<file path="src/rtl/tx_snap_capture_ctrl_if.sv">
// Bus bundle for the TX snapshot capture controller:
// control/data sources in, snapshot BRAM write port and status out.
interface tx_snap_capture_ctrl_if #(
  parameter int ADDR_WIDTH = 11,
  parameter int DATA_WIDTH = 64
);
  logic [31:0]           ctrl_in;
  logic [DATA_WIDTH-1:0] din;
  logic                  din_valid;
  logic                  trig;
  logic [ADDR_WIDTH-1:0] bram_addr;
  logic [DATA_WIDTH-1:0] bram_data;
  logic                  bram_we;
  logic [31:0]           status_out;

  modport master (
    output ctrl_in,
    output din,
    output din_valid,
    output trig,
    input  bram_addr,
    input  bram_data,
    input  bram_we,
    input  status_out
  );

  modport slave (
    input  ctrl_in,
    input  din,
    input  din_valid,
    input  trig,
    output bram_addr,
    output bram_data,
    output bram_we,
    output status_out
  );
endinterface

</file>
<file path="src/rtl/tx_snap_capture_ctrl.sv">
// 10GbE TX snapshot capture sequencer: decodes the PPC control word,
// writes TX words into the snapshot BRAM and reports done/busy/count.
module tx_snap_capture_ctrl #(
  parameter int ADDR_WIDTH = 11,
  parameter int DATA_WIDTH = 64
) (
  input  logic                   user_clk,
  input  logic                   user_rst,
  tx_snap_capture_ctrl_if.slave  bus
);

  localparam int CW = ADDR_WIDTH + 1;
  localparam logic [CW-1:0] LAST = {1'b0, {ADDR_WIDTH{1'b1}}};

  typedef enum logic [1:0] {
    S_IDLE,
    S_WAIT,
    S_CAP,
    S_DONE
  } state_t;

  state_t                r_state;
  state_t                w_state_nxt;
  logic [2:0]            r_ctrl_q;
  logic [2:0]            r_ctrl_prev;
  logic                  r_primed;
  logic [CW-1:0]         r_cnt;
  logic [CW-1:0]         w_cnt_nxt;
  logic                  w_we;
  logic                  w_arm_edge;
  logic                  w_wq;
  logic [31:0]           w_status_nxt;
  logic                  r_we;
  logic [ADDR_WIDTH-1:0] r_addr;
  logic [DATA_WIDTH-1:0] r_data;
  logic [31:0]           r_status;
  logic                  w_unused;

  assign w_unused = ^bus.ctrl_in[31:3];

  // arm must be seen low after reset before a rising edge counts,
  // so an arm bit held high across reset cannot restart a capture
  assign w_arm_edge = r_ctrl_q[0] & ~r_ctrl_prev[0] & r_primed;
  assign w_wq       = r_ctrl_q[2] ? bus.din_valid : 1'b1;

  always_comb begin
    w_state_nxt = r_state;
    w_cnt_nxt   = r_cnt;
    w_we        = 1'b0;
    if (w_arm_edge) begin
      w_cnt_nxt   = '0;
      w_state_nxt = r_ctrl_q[1] ? S_WAIT : S_CAP;
    end else begin
      case (r_state)
        S_WAIT: begin
          if (bus.trig) begin
            w_state_nxt = S_CAP;
            w_we        = w_wq;
          end
        end
        S_CAP:   w_we = w_wq;
        default: w_we = 1'b0;
      endcase
    end
    if (w_we) begin
      w_cnt_nxt = r_cnt + 1'b1;
      if (r_cnt == LAST) begin
        w_state_nxt = S_DONE;
      end
    end
  end

  always_comb begin
    w_status_nxt           = '0;
    w_status_nxt[31]       = (w_state_nxt == S_DONE);
    w_status_nxt[30]       = (w_state_nxt == S_WAIT) ||
                             (w_state_nxt == S_CAP);
    w_status_nxt[CW-1:0]   = w_cnt_nxt;
  end

  always_ff @(posedge user_clk) begin
    if (user_rst) begin
      r_state     <= S_IDLE;
      r_ctrl_q    <= '0;
      r_ctrl_prev <= '0;
      r_primed    <= 1'b0;
      r_cnt       <= '0;
      r_we        <= 1'b0;
      r_addr      <= '0;
      r_data      <= '0;
      r_status    <= '0;
    end else begin
      r_state     <= w_state_nxt;
      r_ctrl_q    <= bus.ctrl_in[2:0];
      r_ctrl_prev <= r_ctrl_q;
      if (!bus.ctrl_in[0]) begin
        r_primed <= 1'b1;
      end
      r_cnt       <= w_cnt_nxt;
      r_we        <= w_we;
      if (w_we) begin
        r_addr <= r_cnt[ADDR_WIDTH-1:0];
        r_data <= bus.din;
      end
      r_status    <= w_status_nxt;
    end
  end

  assign bus.bram_we    = r_we;
  assign bus.bram_addr  = r_addr;
  assign bus.bram_data  = r_data;
  assign bus.status_out = r_status;

endmodule

</file>
<file path="src/flat_wrapper.sv">
// flat-port wrapper written by rule: the top's interface ports become plain ports
module tx_snap_capture_ctrl_flat 
#(
  parameter int ADDR_WIDTH = 11,
  parameter int DATA_WIDTH = 64
)
  (user_clk, user_rst, bus_ctrl_in, bus_din, bus_din_valid, bus_trig, bus_bram_addr, bus_bram_data, bus_bram_we, bus_status_out);
  tx_snap_capture_ctrl_if #(.ADDR_WIDTH(ADDR_WIDTH), .DATA_WIDTH(DATA_WIDTH)) bus_i ();
  input  logic user_clk;
  input  logic user_rst;
  input wire logic [$bits(bus_i.ctrl_in)-1:0] bus_ctrl_in;
  input wire logic [$bits(bus_i.din)-1:0] bus_din;
  input wire logic [$bits(bus_i.din_valid)-1:0] bus_din_valid;
  input wire logic [$bits(bus_i.trig)-1:0] bus_trig;
  output wire logic [$bits(bus_i.bram_addr)-1:0] bus_bram_addr;
  output wire logic [$bits(bus_i.bram_data)-1:0] bus_bram_data;
  output wire logic [$bits(bus_i.bram_we)-1:0] bus_bram_we;
  output wire logic [$bits(bus_i.status_out)-1:0] bus_status_out;
  assign bus_i.ctrl_in = bus_ctrl_in;
  assign bus_i.din = bus_din;
  assign bus_i.din_valid = bus_din_valid;
  assign bus_i.trig = bus_trig;
  assign bus_bram_addr = bus_i.bram_addr;
  assign bus_bram_data = bus_i.bram_data;
  assign bus_bram_we = bus_i.bram_we;
  assign bus_status_out = bus_i.status_out;
  tx_snap_capture_ctrl #(.ADDR_WIDTH(ADDR_WIDTH), .DATA_WIDTH(DATA_WIDTH)) u_core (.user_clk(user_clk), .user_rst(user_rst), .bus(bus_i));
endmodule
</file>
<file path="config.mk">
export PLATFORM = sky130hd
export DESIGN_NAME = tx_snap_capture_ctrl_flat
export DESIGN_NICKNAME = d
export VERILOG_FILES = /design/src/rtl/tx_snap_capture_ctrl_if.sv /design/src/rtl/tx_snap_capture_ctrl.sv /design/src/flat_wrapper.sv
export SDC_FILE = /design/constraint.sdc
export NUM_CORES = 1
export LEC_CHECK = 0
export CAP_MARGIN = 30
export CORE_MARGIN = 2
export CORE_UTILIZATION = 41
export DETAILED_ROUTE_END_ITERATION = 6
export PLACE_DENSITY = 0.85
export SETUP_SLACK_MARGIN = 0.05
export SYNTH_ARGS = -nofsm -noshare
export SYNTH_HDL_FRONTEND = slang
export SYNTH_SLANG_ARGS = --single-unit
</file>
<file path="constraint.sdc">
create_clock -name user_clk -period 4.7 [get_ports user_clk]
set_input_delay 0.94 -clock user_clk [delete_from_list [all_inputs] [get_ports user_clk]]
set_output_delay 0.94 -clock user_clk [all_outputs]
set_load 0.005 [all_outputs]
</file>
==> flow_summary.html, run 1 <==
<table>
<tr><th>Metric</th><th>Value</th></tr>
<tr><th colspan="2">Status</th></tr>
<tr><td>Outcome</td><td>completed</td></tr>
<tr><th colspan="2">Die</th></tr>
<tr><td>DIE AREA</td><td>9640 µm²</td></tr>
<tr><td>Die boundary height</td><td>98.2 µm</td></tr>
<tr><td>Core region area</td><td>8680 µm²</td></tr>
<tr><td>Effective utilization at floorplan</td><td>41.9%</td></tr>
<tr><td># IOs</td><td>208</td></tr>
<tr><td>Row count</td><td>34</td></tr>
<tr><td>Die width</td><td>98.2 µm</td></tr>
<tr><th colspan="2">Clock tree</th></tr>
<tr><td>CTS tree</td><td>done</td></tr>
<tr><td>Cts repair resizes</td><td>0</td></tr>
<tr><td>Number of post-CTS setup repair buffers</td><td>0</td></tr>
<tr><td>Clock tree root buffer cell</td><td>sky130_fd_sc_hd__clkbuf_8</td></tr>
<tr><td>Clock transition at the register clock pins on the worst setup and hold paths after CTS</td><td>0.10 ns</td></tr>
<tr><td>Clock latency on the worst-skew pair</td><td>0.35 ns</td></tr>
<tr><td>Cts hold-fix bufs</td><td>0</td></tr>
<tr><td>Clock buffer depth</td><td>2</td></tr>
<tr><td>Depth of the CTS H-tree</td><td>3</td></tr>
<tr><td>Sink count of the clock tree</td><td>97</td></tr>
<tr><td>Clock buffer count from CTS</td><td>9</td></tr>
<tr><th colspan="2">Power and ir drop</th></tr>
<tr><td>Pwr Total</td><td>1.40 mW</td></tr>
<tr><td>Cell leakage power</td><td>1.82 nW</td></tr>
<tr><td>Comb pwr share</td><td>7.4%</td></tr>
<tr><td>Internal portion of total power</td><td>1.08 mW</td></tr>
<tr><td>Relative contribution of the clock network to total power</td><td>33.3%</td></tr>
<tr><td>Cell Pwr Density</td><td>261 nW/µm²</td></tr>
<tr><td>VDD IR-drop max</td><td>0.125 mV</td></tr>
<tr><td>Switching power</td><td>0.317 mW</td></tr>
<tr><td>Proportion of power drawn by flip-flops and latches</td><td>59.3%</td></tr>
<tr><td>Sw frac</td><td>22.6%</td></tr>
<tr><th colspan="2">Global route</th></tr>
<tr><td>Via count of the first global-routing pass</td><td>3,338</td></tr>
<tr><td>Initial antenna violation count</td><td>0</td></tr>
<tr><td>Global-route wire length before repair</td><td>15,100 µm</td></tr>
<tr><td>GRT Resource Usage Total</td><td>19.1%</td></tr>
<tr><td>GR Overflow Total</td><td>0</td></tr>
<tr><td>Largest net degree at the start of global routing</td><td>76</td></tr>
<tr><th colspan="2">Synthesis</th></tr>
<tr><td>Area contributors post-synth</td><td>sky130_fd_sc_hd__dfxtp_1, sky130_fd_sc_hd__nand2_1, sky130_fd_sc_hd__a21oi_1</td></tr>
<tr><td>Synthesis warning total</td><td>0</td></tr>
<tr><td>Total standard cell area after synthesis</td><td>3640 µm²</td></tr>
<tr><td>Gate count after technology mapping</td><td>450</td></tr>
<tr><td>Number of flops mapped to enable cells by yosys</td><td>0</td></tr>
<tr><td>Distinct cells, synth</td><td>32</td></tr>
<tr><td>Async set-reset flop share out of synthesis</td><td>0%</td></tr>
<tr><td>Synthesized flop and latch total</td><td>97</td></tr>
<tr><td>Sequential-to-total area share from yosys stat</td><td>53.4%</td></tr>
<tr><td>Portion of synthesized cell area occupied by the leading cell type</td><td>53.4%</td></tr>
<tr><td>Biggest area consumer among synthesized cells</td><td>sky130_fd_sc_hd__dfxtp_1</td></tr>
<tr><td>Main flop type after synthesis</td><td>sky130_fd_sc_hd__dfxtp_1</td></tr>
<tr><td>Post-synthesis area per instance</td><td>8.08 µm²</td></tr>
<tr><th colspan="2">Setup path</th></tr>
<tr><td>Terminus of the critical flop-to-flop path</td><td>u_core.bus.status_out[30]</td></tr>
<tr><td>Data required time of the worst path</td><td>4.97 ns</td></tr>
<tr><td>Worst setup EP type</td><td>register</td></tr>
<tr><td>Arrival time of data at the critical path endpoint</td><td>2.97 ns</td></tr>
<tr><td>Depth of the worst register-to-register path</td><td>8</td></tr>
<tr><td>Register-to-register path setup slack</td><td>2.39 ns</td></tr>
<tr><td>Maximum fanout along the worst path</td><td>75</td></tr>
<tr><td>Termination of the worst setup path</td><td>u_core.bus.bram_data[20]</td></tr>
<tr><td>Source of the critical timing path</td><td>bus_din_valid</td></tr>
<tr><td>Nature of the critical path startpoint</td><td>input port</td></tr>
<tr><td>Worst R2R Start</td><td>u_core.r_state[0]</td></tr>
<tr><td>Critical setup path kind</td><td>in2reg</td></tr>
<tr><th colspan="2">STA</th></tr>
<tr><td>Final sum of negative setup slack</td><td>0 ns</td></tr>
<tr><td>Max-slew violations</td><td>0</td></tr>
<tr><td>Post-route minimum period</td><td>2.70 ns</td></tr>
<tr><td>Worst-case clock skew</td><td>0.0126 ns</td></tr>
<tr><td>Unrepaired setup endpoints after global routing</td><td>false</td></tr>
<tr><td>Fmax</td><td>371 MHz</td></tr>
<tr><td>Final setup violation count</td><td>0</td></tr>
<tr><td>Max-slew headroom at the worst pin</td><td>40.0%</td></tr>
<tr><td>Final Hold Vio Count</td><td>0</td></tr>
<tr><td>Post-Route Hold Slack</td><td>0.455 ns</td></tr>
<tr><td>Worst slew pin tran</td><td>0.899 ns</td></tr>
<tr><td>Final cycle utilization of the critical path</td><td>57.4%</td></tr>
<tr><th colspan="2">Drt</th></tr>
<tr><td>Number of remaining DRC errors</td><td>0</td></tr>
<tr><td>Length of the first detailed-routing pass in iterations</td><td>7</td></tr>
<tr><td>Antenna Violating Nets Remaining</td><td>0</td></tr>
<tr><td>Routed length per instance</td><td>13.2 µm</td></tr>
<tr><td>Vias per inst</td><td>4.90</td></tr>
<tr><td>Final wirelength</td><td>9330 µm</td></tr>
<tr><td>Routed vias</td><td>3,461</td></tr>
<tr><td>Initial DRC count</td><td>87</td></tr>
<tr><th colspan="2">Layout</th></tr>
<tr><td>Signed area change from the synthesized netlist to the final layout</td><td>47.7%</td></tr>
<tr><td>Final instance area</td><td>5370 µm²</td></tr>
<tr><td>Fraction of final layout cells sized beyond drive strength 1</td><td>3.51%</td></tr>
<tr><td>Final net count</td><td>698</td></tr>
<tr><td>Ant. Diodes</td><td>0</td></tr>
<tr><td>Number of inserted filler cells in the final layout</td><td>750</td></tr>
<tr><td>Final Core Density</td><td>61.9%</td></tr>
<tr><th colspan="2">Hold path</th></tr>
<tr><td>Path category of the worst min-delay check</td><td>reg2reg</td></tr>
<tr><td>Hold path start</td><td>u_core.bus.bram_data[37]</td></tr>
<tr><th colspan="2">Placement</th></tr>
<tr><td>Post-DP HPWL</td><td>6450 µm</td></tr>
<tr><td>Port Buf Inserts</td><td>160</td></tr>
<tr><td>Final weighted congestion in routability-driven placement</td><td>0.746</td></tr>
<tr><td>Total cell area at the placement stage</td><td>5210 µm²</td></tr>
<tr><th colspan="2">Run</th></tr>
<tr><td>Count of max-cap constraint violations</td><td>0</td></tr>
</table>
==> cell type report <==
cell class | instances | area (µm²) | share of cell area, %
inverters | 4 | 15.0 | 0.280
flip-flops and latches | 97 | 1940 | 36.2
clock buffers | 11 | 131 | 2.45
repair buffers | 163 | 1620 | 30.1
multi-input cells | 319 | 1500 | 27.9
clock inverters | 4 | 31.3 | 0.582
well taps | 108 | 135 | 2.52
==> worst min-delay path by stage <==
stage / endpoint / slack [ns] / cells after the start
2_1_floorplan: u_core.r_primed / 0.42 / 2
3_3_place_gp: u_core.r_primed / 0.43 / 2
3_5_place_dp: u_core.bus.bram_data[40] / 0.45 / 2
4_1_cts: u_core.bus.bram_data[40] / 0.46 / 2
5_1_grt: u_core.bus.bram_data[40] / 0.47 / 2
6_report: u_core.bus.bram_data[37] / 0.45 / 2
==> metrics by stage <==
stage	cells	setup slack (ns)
global placement	691	1.72
floorplan	467	2.47
detailed placement	691	1.64
global route	706	1.85
CTS	706	2.01
finish	706	2.00
==> cell families (layout without fill, tap and decap cells) <==
kind of cell | count (synthesis) | after routing | share of synthesized area, %
adder cells (fa/ha/maj) | 4 | 4 | 1.38
buffers and inverters | 51 | 182 | 7.40
multiplexers | 3 | 3 | 0.826
AO/OA/AOI/OAI | 92 | 92 | 13.1
AND/OR/NAND/NOR | 198 | 198 | 22.9
flip-flops | 97 | 97 | 53.4
XOR/XNOR | 4 | 4 | 0.963
other | 1 | 18 | 0.103
==> state kept, by name, summed over array words and instances, names as in the netlist <==
signal and count:
u_core.bus.bram_addr 11, u_core.bus.bram_data 64, u_core.bus.bram_we 1, u_core.bus.status_out 14, u_core.r_ctrl_prev 1, u_core.r_ctrl_q 3
u_core.r_primed 1, u_core.r_state 2
==> layer usage <==
metal	GRT usage, %	wire length [µm]	share of wire [%]
met2	32.8	4480	48
met5	0	0	0
met4	8.11	220	2.4
met3	6.01	745	8.0
met1	21.9	3880	42
==> Yosys cell counts, types with 5 or more instances <==
cell / number
sky130_fd_sc_hd__buf_4: 18
sky130_fd_sc_hd__buf_1: 6
sky130_fd_sc_hd__a21oi_1: 84
sky130_fd_sc_hd__dfxtp_1: 97
sky130_fd_sc_hd__or3_1: 5
sky130_fd_sc_hd__clkbuf_1: 15
sky130_fd_sc_hd__nand2_1: 158
sky130_fd_sc_hd__nor2_1: 6
sky130_fd_sc_hd__buf_2: 8
sky130_fd_sc_hd__nor2b_1: 7
==> worst max-delay path: stages <==
cell and delay [ns]:
sky130_fd_sc_hd__clkdlybuf4s50_1 0.39, sky130_fd_sc_hd__nor2b_1 0.44, sky130_fd_sc_hd__or4_2 0.22, sky130_fd_sc_hd__buf_4 0.57
sky130_fd_sc_hd__nand2_1 0.14, sky130_fd_sc_hd__a21oi_1 0.20
==> power by group through the flow <==
stage	clock, mW	combinational, mW	sequential (mW)
global route	0.515	0.112	0.832
CTS	0.489	0.104	0.831
global placement	0	0.101	0.849
detailed placement	0	0.103	0.850
finish	0.466	0.104	0.831
floorplan	0	0.0419	0.850
==> placed cells by master (no fill, tap or decap), types with 2 or more instances in the layout <==
cell type                           n
sky130_fd_sc_hd__inv_1              4
sky130_fd_sc_hd__a21oi_1           84
sky130_fd_sc_hd__clkbuf_8           9
sky130_fd_sc_hd__buf_4              3
sky130_fd_sc_hd__or4_1              3
sky130_fd_sc_hd__and2_1             2
sky130_fd_sc_hd__nor2b_1            7
sky130_fd_sc_hd__o31ai_1            2
sky130_fd_sc_hd__xnor2_1            4
sky130_fd_sc_hd__clkdlybuf4s50_1  159
sky130_fd_sc_hd__nand2_1          158
sky130_fd_sc_hd__ha_1               4
sky130_fd_sc_hd__or3_1              5
sky130_fd_sc_hd__nand3_1            4
sky130_fd_sc_hd__nor3_1             3
sky130_fd_sc_hd__dfxtp_1           97
sky130_fd_sc_hd__conb_1            18
sky130_fd_sc_hd__o21ai_0            3
sky130_fd_sc_hd__clkbuf_1           2
sky130_fd_sc_hd__clkinvlp_4         3
sky130_fd_sc_hd__nor2_1             6
sky130_fd_sc_hd__mux2i_1            3
No activity file was read; power rests on OpenSTA's default activity.
==> inputs of run 2 (changes only) <==
- CORE_UTILIZATION: 41 -> 38
- PLACE_DENSITY: 0.85 -> 0.8
- clock period: 4.7 -> 2.7 ns (I/O delays scaled with it)
==> run 2 against run 1 <==
Critical path depth decreased by 1; sequential share of layout area shrank 0.73 points; largest cell class unchanged; die area grew 7.6%; worst hold slack lost 0.0061 ns; count of clock-buffer cells in the layout shrank 1; largest power group unchanged; highest routed layer unchanged; cell area grew 2.0%; clock skew about the same.
==> flow_summary.html, run 2 (synthesis gave the netlist of run 1 again) <==
<table>
<tr><th>Metric</th><th>Value</th></tr>
<tr><th colspan="2">Setup path</th></tr>
<tr><td>Data required time of the worst path</td><td>2.98 ns (-1.99 ns)</td></tr>
<tr><td>CP cell instances</td><td>clkdlybuf4s50_1 &gt; a21oi_2 &gt; or4_1 &gt; or4_1 &gt; a21oi_1</td></tr>
<tr><td>Critical setup path kind</td><td>in2reg</td></tr>
<tr><td>Cell with the largest stage delay on the worst path</td><td>sky130_fd_sc_hd__or4_1</td></tr>
<tr><td>Depth of the worst register-to-register path</td><td>5 (-3)</td></tr>
<tr><td>Nature of the critical path startpoint</td><td>input port</td></tr>
<tr><td>Sum of buffers and inverters on the critical path</td><td>1 (-1)</td></tr>
<tr><td>Crit-path most repeated cell</td><td>sky130_fd_sc_hd__or4_1</td></tr>
<tr><td>Maximum fanout along the worst path</td><td>10 (-87%)</td></tr>
<tr><td>Worst R2R Start</td><td>u_core.r_state[0]</td></tr>
<tr><td>Register-to-register path setup slack</td><td>0.59 ns (-1.80 ns)</td></tr>
<tr><td>Worst setup EP type</td><td>register</td></tr>
<tr><td>Terminus of the critical flop-to-flop path</td><td>u_core.bus.status_out[9]</td></tr>
<tr><td>Arrival time of data at the critical path endpoint</td><td>2.46 ns (-0.51 ns)</td></tr>
<tr><td>Gate family responsible for the most delay along the worst path</td><td>simple AND/OR/NAND/NOR gates</td></tr>
<tr><td>Largest stage delay on the critical path</td><td>0.68 ns (+0.11 ns)</td></tr>
<tr><th colspan="2">Power and ir drop</th></tr>
<tr><td>Internal portion of total power</td><td>1.90 mW (+75%)</td></tr>
<tr><td>Comb pwr share</td><td>7.5% (about the same)</td></tr>
<tr><td>Switching power</td><td>0.588 mW (+86%)</td></tr>
<tr><td>Cell Pwr Density</td><td>453 nW/µm² (+74%)</td></tr>
<tr><td>VDD IR-drop max</td><td>0.262 mV (+110%)</td></tr>
<tr><td>Sw frac</td><td>23.7% (+1.0 points)</td></tr>
<tr><td>Proportion of power drawn by flip-flops and latches</td><td>58.2% (-1.1 points)</td></tr>
<tr><td>Relative contribution of the clock network to total power</td><td>34.3% (+1.0 points)</td></tr>
<tr><td>Cell leakage power</td><td>1.87 nW (+3.0%)</td></tr>
<tr><th colspan="2">Placement</th></tr>
<tr><td>Final weighted congestion in routability-driven placement</td><td>0.747 (about the same)</td></tr>
<tr><td>Port Buf Inserts</td><td>160 (unchanged)</td></tr>
<tr><td>Post-DP HPWL</td><td>6770 µm (+5.1%)</td></tr>
<tr><th colspan="2">STA</th></tr>
<tr><td>Final cycle utilization of the critical path</td><td>80.8%</td></tr>
<tr><td>Max-slew violations</td><td>0 (unchanged)</td></tr>
<tr><td>Unrepaired setup endpoints after global routing</td><td>false</td></tr>
<tr><td>Max-slew headroom at the worst pin</td><td>56.6% (+17 points)</td></tr>
<tr><td>Final sum of negative setup slack</td><td>0 ns (unchanged)</td></tr>
<tr><td>Final setup violation count</td><td>0 (unchanged)</td></tr>
<tr><td>Fmax</td><td>459 MHz</td></tr>
<tr><td>Post-route minimum period</td><td>2.18 ns</td></tr>
<tr><td>Worst-case clock skew</td><td>0.0128 ns (+0.000140 ns)</td></tr>
<tr><td>Final Hold Vio Count</td><td>0 (unchanged)</td></tr>
<tr><td>Worst slew pin tran</td><td>0.649 ns (-0.250 ns)</td></tr>
<tr><th colspan="2">Global route</th></tr>
<tr><td>Largest net degree at the start of global routing</td><td>46 (-39%)</td></tr>
<tr><td>Initial antenna violation count</td><td>0 (unchanged)</td></tr>
<tr><td>Via count of the first global-routing pass</td><td>3,220 (-3.5%)</td></tr>
<tr><td>GR Overflow Total</td><td>0 (unchanged)</td></tr>
<tr><td>Global-route wire length before repair</td><td>15,100 µm (-0.28%)</td></tr>
<tr><td>GRT Resource Usage Total</td><td>18.0% (-1.1 points)</td></tr>
<tr><th colspan="2">Layout</th></tr>
<tr><td>Signed area change from the synthesized netlist to the final layout</td><td>50.7%</td></tr>
<tr><td>Area occupied by multi-input gates</td><td>1500 µm² (unchanged)</td></tr>
<tr><td>Most common library cell in the layout ignoring fill and taps</td><td>sky130_fd_sc_hd__clkdlybuf4s50_1</td></tr>
<tr><td>Number of flip-flops under the largest register name</td><td>64 (unchanged)</td></tr>
<tr><td>Combined flip-flop and latch cell area</td><td>1940 µm² (unchanged)</td></tr>
<tr><td>Ant. Diodes</td><td>0 (unchanged)</td></tr>
<tr><td>Final Core Density</td><td>59.0% (-2.9 points)</td></tr>
<tr><td>Leading cell types in the layout, fill and taps excluded</td><td>sky130_fd_sc_hd__clkdlybuf4s50_1, sky130_fd_sc_hd__nand2_1, sky130_fd_sc_hd__dfxtp_1, sky130_fd_sc_hd__a21oi_1, sky130_fd_sc_hd__conb_1</td></tr>
<tr><td>Number of inserted filler cells in the final layout</td><td>827 (+10%)</td></tr>
<tr><td>Final net count</td><td>703 (+0.72%)</td></tr>
<tr><td>Fraction of final layout cells sized beyond drive strength 1</td><td>4.64% (+1.1 points)</td></tr>
<tr><th colspan="2">Die</th></tr>
<tr><td>Core region area</td><td>9280 µm² (+7.0%)</td></tr>
<tr><td>Row count</td><td>35 (+2.9%)</td></tr>
<tr><td>Effective utilization at floorplan</td><td>39.2% (-2.7 points)</td></tr>
<tr><td>Die width</td><td>102 µm (+3.7%)</td></tr>
<tr><td># IOs</td><td>208 (unchanged)</td></tr>
<tr><td>Die boundary height</td><td>102 µm (+3.7%)</td></tr>
<tr><td>DIE AREA</td><td>10,400 µm² (+7.6%)</td></tr>
<tr><th colspan="2">Run</th></tr>
<tr><td>Count of max-cap constraint violations</td><td>0 (unchanged)</td></tr>
<tr><th colspan="2">Drt</th></tr>
<tr><td>Number of remaining DRC errors</td><td>0 (unchanged)</td></tr>
<tr><td>Vias per inst</td><td>4.71 (-4.0%)</td></tr>
<tr><td>Routed length per instance</td><td>13.0 µm (-2.0%)</td></tr>
<tr><td>Length of the first detailed-routing pass in iterations</td><td>5 (-2)</td></tr>
<tr><td>Initial DRC count</td><td>106 (+22%)</td></tr>
<tr><td>Final wirelength</td><td>9490 µm (+1.7%)</td></tr>
<tr><td>Antenna Violating Nets Remaining</td><td>0 (unchanged)</td></tr>
<tr><td>Routed vias</td><td>3,450 (-0.32%)</td></tr>
<tr><th colspan="2">Clock tree</th></tr>
<tr><td>CTS tree</td><td>done</td></tr>
<tr><td>Clock tree root buffer cell</td><td>sky130_fd_sc_hd__clkbuf_8</td></tr>
<tr><td>Clock latency on the worst-skew pair</td><td>0.35 ns (about the same)</td></tr>
<tr><td>Clock transition at the register clock pins on the worst setup and hold paths after CTS</td><td>0.09 ns (about the same)</td></tr>
<tr><td>Cts hold-fix bufs</td><td>0 (unchanged)</td></tr>
<tr><td>Cts repair resizes</td><td>0 (unchanged)</td></tr>
<tr><td>Clock buffer depth</td><td>2 (unchanged)</td></tr>
<tr><td>Clock buffer count from CTS</td><td>9 (unchanged)</td></tr>
<tr><td>Depth of the CTS H-tree</td><td>3 (unchanged)</td></tr>
<tr><td>Sink count of the clock tree</td><td>97 (unchanged)</td></tr>
<tr><td>Number of post-CTS setup repair buffers</td><td>0 (unchanged)</td></tr>
<tr><th colspan="2">Status</th></tr>
<tr><td>Outcome</td><td>completed</td></tr>
<tr><th colspan="2">Hold path</th></tr>
<tr><td>Endpoint with the worst hold slack</td><td>u_core.r_primed</td></tr>
<tr><td>Path category of the worst min-delay check</td><td>reg2reg</td></tr>
<tr><td>Worst Hold Path Cells</td><td>2 (unchanged)</td></tr>
<tr><td>Hold path start</td><td>u_core.r_primed</td></tr>
</table>
## run 2: changes by cell type in the layout (fill, tap and decap cells not counted), sizes merged
cell      delta
buf          +5
clkbuf       -1
clkinv       +3
clkinvlp     -2
inv          +1
## run 2: power by group through the flow
stage               logic (mW)  clock network [mW]  registers [mW]
global route             0.203               0.938            1.45
CTS                      0.185               0.882            1.45
floorplan               0.0730                   0            1.48
detailed placement       0.184                   0            1.48
finish                   0.186               0.853            1.45
global placement         0.181                   0            1.48
## run 2: area by class of cell
type	instances	area share [%]
clock inverter	6	0.799
clock buffer	10	2.33
sequential	97	35.4
inverter	4	0.274
multi-input combinational	319	27.3
timing repair buffer	168	30.9
tap	129	2.94
## run 2: worst max-delay path by stage
stage                       from                        to  slack (ns)  cells past startpoint
3_5_place_dp            bus_trig  u_core.bus.status_out[9]        0.18                      5
3_3_place_gp            bus_trig  u_core.bus.status_out[9]        0.25                      5
6_report                bus_trig  u_core.bus.status_out[9]        0.52                      5
2_1_floorplan  u_core.r_state[0]  u_core.bus.status_out[9]        0.77                      6
5_1_grt                 bus_trig  u_core.bus.status_out[9]        0.44                      5
4_1_cts                 bus_trig  u_core.bus.status_out[9]        0.54                      5
## run 2: worst register-to-register path, cell delays in order, from the launching register on
cell and delay, ns:
sky130_fd_sc_hd__dfxtp_1 0.37, sky130_fd_sc_hd__inv_1 0.05, sky130_fd_sc_hd__ha_1 0.34, sky130_fd_sc_hd__or4_1 0.69, sky130_fd_sc_hd__or4_1 0.44, sky130_fd_sc_hd__a21oi_1 0.15
## run 2: stage by stage
step           hold slack [ns]  area [µm²]  power [mW]  setup slack (ns)  std cells
2_1_floorplan            0.421        3700        1.55             0.766        467
4_1_cts                  0.455        5480        2.51             0.542        733
3_3_place_gp             0.433        5310        1.66             0.254        717
6_report                 0.449        5480        2.48             0.519        733
3_5_place_dp             0.442        5310        1.66             0.178        717
5_1_grt                  0.468        5480        2.59             0.437        733
## run 2: metal layers
layer	up-vias	global-route usage, %	routed length (µm)
met5	-	0	0
met4	0	6.46	133
met3	13	5.06	805
met2	134	30.8	4540
met1	1577	21.6	4020
li1	1726	-	-
==> inputs of run 3 (changes only) <==
- clock period: 2.7 -> 2.2 ns (I/O delays scaled with it)
==> run 3 against run 2 <==
Via count is 0.35% lower; critical path depth is 1 higher; sequential power increased by 22%; global-route usage shrank 0.29 points; largest power group unchanged; clock skew decreased by 0.0030 ns; wire length down 0.42%; count of clock-buffer cells in the layout did not move.
==> flow_summary.html, run 3 (synthesis gave the netlist of run 1 again) <==
<table>
<tr><th>Metric</th><th>Value</th></tr>
<tr><th colspan="2">Drt</th></tr>
<tr><td>Routed vias</td><td>3,438 (-0.35%)</td></tr>
<tr><td>Length of the first detailed-routing pass in iterations</td><td>4 (-1)</td></tr>
<tr><td>Routed length per instance</td><td>12.8 µm (-1.5%)</td></tr>
<tr><td>Initial DRC count</td><td>84 (-21%)</td></tr>
<tr><td>Number of remaining DRC errors</td><td>0 (unchanged)</td></tr>
<tr><td>Final wirelength</td><td>9450 µm (-0.42%)</td></tr>
<tr><td>Antenna Violating Nets Remaining</td><td>0 (unchanged)</td></tr>
<tr><td>Vias per inst</td><td>4.64 (-1.4%)</td></tr>
<tr><th colspan="2">Clock tree</th></tr>
<tr><td>Clock buffer count from CTS</td><td>9 (unchanged)</td></tr>
<tr><td>Clock buffer depth</td><td>2 (unchanged)</td></tr>
<tr><td>CTS tree</td><td>done</td></tr>
<tr><td>Clock tree root buffer cell</td><td>sky130_fd_sc_hd__clkbuf_8</td></tr>
<tr><td>Number of post-CTS setup repair buffers</td><td>0 (unchanged)</td></tr>
<tr><td>Clock transition at the register clock pins on the worst setup and hold paths after CTS</td><td>0.10 ns (about the same)</td></tr>
<tr><td>Clock latency on the worst-skew pair</td><td>0.34 ns (about the same)</td></tr>
<tr><td>Sink count of the clock tree</td><td>97 (unchanged)</td></tr>
<tr><td>Depth of the CTS H-tree</td><td>3 (unchanged)</td></tr>
<tr><th colspan="2">STA</th></tr>
<tr><td>Final Hold Vio Count</td><td>0 (unchanged)</td></tr>
<tr><td>Fmax</td><td>488 MHz</td></tr>
<tr><td>Final cycle utilization of the critical path</td><td>93.2%</td></tr>
<tr><td>Worst-case clock skew</td><td>0.00983 ns (-0.00296 ns)</td></tr>
<tr><td>Max-slew violations</td><td>0 (unchanged)</td></tr>
<tr><td>Least setup slack across all paths after layout</td><td>0.150 ns (-0.369 ns)</td></tr>
<tr><td>Final setup violation count</td><td>0 (unchanged)</td></tr>
<tr><td>Post-route minimum period</td><td>2.05 ns</td></tr>
<tr><td>Unrepaired setup endpoints after global routing</td><td>false</td></tr>
<tr><th colspan="2">Die</th></tr>
<tr><td>Die boundary height</td><td>102 µm (unchanged)</td></tr>
<tr><td>Die width</td><td>102 µm (unchanged)</td></tr>
<tr><td># IOs</td><td>208 (unchanged)</td></tr>
<tr><td>DIE AREA</td><td>10,400 µm² (unchanged)</td></tr>
<tr><td>Core region area</td><td>9280 µm² (unchanged)</td></tr>
<tr><td>Effective utilization at floorplan</td><td>39.2% (unchanged)</td></tr>
<tr><td>Row count</td><td>35 (unchanged)</td></tr>
<tr><th colspan="2">Setup path</th></tr>
<tr><td>Cell with the largest stage delay on the worst path</td><td>sky130_fd_sc_hd__or4_2</td></tr>
<tr><td>Largest stage delay on the critical path</td><td>0.75 ns (+0.07 ns)</td></tr>
<tr><td>Maximum fanout along the worst path</td><td>30 (+20)</td></tr>
<tr><td>Gate family responsible for the most delay along the worst path</td><td>simple AND/OR/NAND/NOR gates</td></tr>
<tr><td>Data required time of the worst path</td><td>2.41 ns (-0.57 ns)</td></tr>
<tr><td>Worst setup EP type</td><td>register</td></tr>
<tr><td>Critical setup path kind</td><td>reg2reg</td></tr>
<tr><td>CP cell instances</td><td>inv_1 &gt; ha_1 &gt; or4_2 &gt; buf_6 &gt; nand2_1 &gt; a21oi_1</td></tr>
<tr><td>Nature of the critical path startpoint</td><td>register</td></tr>
<tr><td>Sum of buffers and inverters on the critical path</td><td>2 (+1)</td></tr>
<tr><td>Arrival time of data at the critical path endpoint</td><td>2.26 ns (-0.20 ns)</td></tr>
<tr><th colspan="2">Global route</th></tr>
<tr><td>Via count of the first global-routing pass</td><td>3,236 (+0.50%)</td></tr>
<tr><td>Largest net degree at the start of global routing</td><td>45 (-2.2%)</td></tr>
<tr><td>Initial antenna violation count</td><td>0 (unchanged)</td></tr>
<tr><td>GR Overflow Total</td><td>0 (unchanged)</td></tr>
<tr><td>GRT Resource Usage Total</td><td>17.7% (-0.29 points)</td></tr>
<tr><td>Global-route wire length before repair</td><td>14,700 µm (-2.4%)</td></tr>
<tr><th colspan="2">Power and ir drop</th></tr>
<tr><td>Comb pwr share</td><td>7.1% (-0.4 points)</td></tr>
<tr><td>Relative contribution of the clock network to total power</td><td>38.6% (+4.3 points)</td></tr>
<tr><td>Cell Pwr Density</td><td>584 nW/µm² (+29%)</td></tr>
<tr><td>VDD IR-drop max</td><td>0.357 mV (+36%)</td></tr>
<tr><td>Sw frac</td><td>21.5% (-2.1 points)</td></tr>
<tr><td>Cell leakage power</td><td>1.94 nW (+3.2%)</td></tr>
<tr><td>Switching power</td><td>0.703 mW (+20%)</td></tr>
<tr><td>Internal portion of total power</td><td>2.56 mW (+35%)</td></tr>
<tr><td>Proportion of power drawn by flip-flops and latches</td><td>54.3% (-3.9 points)</td></tr>
<tr><th colspan="2">Placement</th></tr>
<tr><td>Port Buf Inserts</td><td>160 (unchanged)</td></tr>
<tr><td>Post-DP HPWL</td><td>6840 µm (+0.93%)</td></tr>
<tr><td>Worst Setup Slack post-DPL</td><td>-0.163 ns (-0.341 ns)</td></tr>
<tr><td>Final weighted congestion in routability-driven placement</td><td>0.758 (+1.5%)</td></tr>
<tr><th colspan="2">Layout</th></tr>
<tr><td>Final Core Density</td><td>60.3% (+1.2 points)</td></tr>
<tr><td>Most common library cell in the layout ignoring fill and taps</td><td>sky130_fd_sc_hd__clkdlybuf4s50_1</td></tr>
<tr><td>Ant. Diodes</td><td>0 (unchanged)</td></tr>
<tr><td>Number of flip-flops under the largest register name</td><td>64 (unchanged)</td></tr>
<tr><td>Signed area change from the synthesized netlist to the final layout</td><td>53.9%</td></tr>
<tr><td>Leading cell types in the layout, fill and taps excluded</td><td>sky130_fd_sc_hd__clkdlybuf4s50_1, sky130_fd_sc_hd__nand2_1, sky130_fd_sc_hd__dfxtp_1, sky130_fd_sc_hd__a21oi_1, sky130_fd_sc_hd__conb_1</td></tr>
<tr><td>Final net count</td><td>711 (+1.1%)</td></tr>
<tr><td>Fraction of final layout cells sized beyond drive strength 1</td><td>6.05% (+1.4 points)</td></tr>
<tr><th colspan="2">Run</th></tr>
<tr><td>Count of max-cap constraint violations</td><td>0 (unchanged)</td></tr>
<tr><th colspan="2">Status</th></tr>
<tr><td>Outcome</td><td>completed</td></tr>
<tr><th colspan="2">Hold path</th></tr>
<tr><td>Path category of the worst min-delay check</td><td>reg2reg</td></tr>
</table>
## run 3: cell count changes in the layout (fill, tap and decap cells not counted), sizes merged
cell	previous run	this run
buf	9	17
bufinv	0	2
clkinvlp	1	0
clkinv	4	3
## run 3: metrics by stage
stage               area, µm²  hold WS (ns)  power, mW  TNS (ns)  instances
global placement         5370         0.432       2.04     -5.73        725
CTS                      5590         0.452       3.32         0        741
global route             5600         0.478       3.41         0        741
detailed placement       5370         0.436       2.04     -7.28        725
finish                   5600         0.451       3.27         0        741
floorplan                3700         0.421       1.91         0        467
## run 3: cell type report
type | instances | area, µm²
clock inverter | 6 | 91.3
tap | 129 | 161
sequential | 97 | 1940
clock buffer | 10 | 128
timing repair buffer | 176 | 1760
multi-input combinational | 319 | 1500
fill | 854 | 3690
inverter | 4 | 15.0
## run 3: final timing paths
path                                   startpoint                        to  slack [ns]  depth (start not counted)
worst max-delay path            u_core.r_state[0]  u_core.bus.bram_data[60]        0.15                          6
worst min-delay path              u_core.r_primed           u_core.r_primed        0.45                          2
worst max register to register  u_core.r_state[0]  u_core.bus.bram_data[60]        0.15                          6
worst min register to register    u_core.r_primed           u_core.r_primed        0.45                          2
## run 3: layer usage
metal  GRT usage [%]  share of wire [%]
met2            30.4                 49
met5               0                  0
met1            21.3                 42
met3            4.79                7.9
met4            6.46                1.6
## run 3: worst reg2reg max path: stages, from the launching register on
cell and delay (ns):
sky130_fd_sc_hd__dfxtp_1 0.36, sky130_fd_sc_hd__inv_1 0.05, sky130_fd_sc_hd__ha_1 0.35, sky130_fd_sc_hd__or4_2 0.75, sky130_fd_sc_hd__buf_6 0.23, sky130_fd_sc_hd__nand2_1 0.11
sky130_fd_sc_hd__a21oi_1 0.07
## run 3: power groups by stage
stage / clock network, mW / registers [mW] / logic [mW]
3_5_place_dp: 0 / 1.82 / 0.229
5_1_grt: 1.38 / 1.78 / 0.251
2_1_floorplan: 0 / 1.82 / 0.0896
6_report: 1.26 / 1.77 / 0.230
3_3_place_gp: 0 / 1.81 / 0.225
4_1_cts: 1.31 / 1.77 / 0.230
## run 3: repair_timing
| item | CTS | global route |
|---|---|---|
| hold buffers | 0 | 0 |
| setup endpoints to repair | 0 | 11 |
| resized for setup | 0 | 2 |
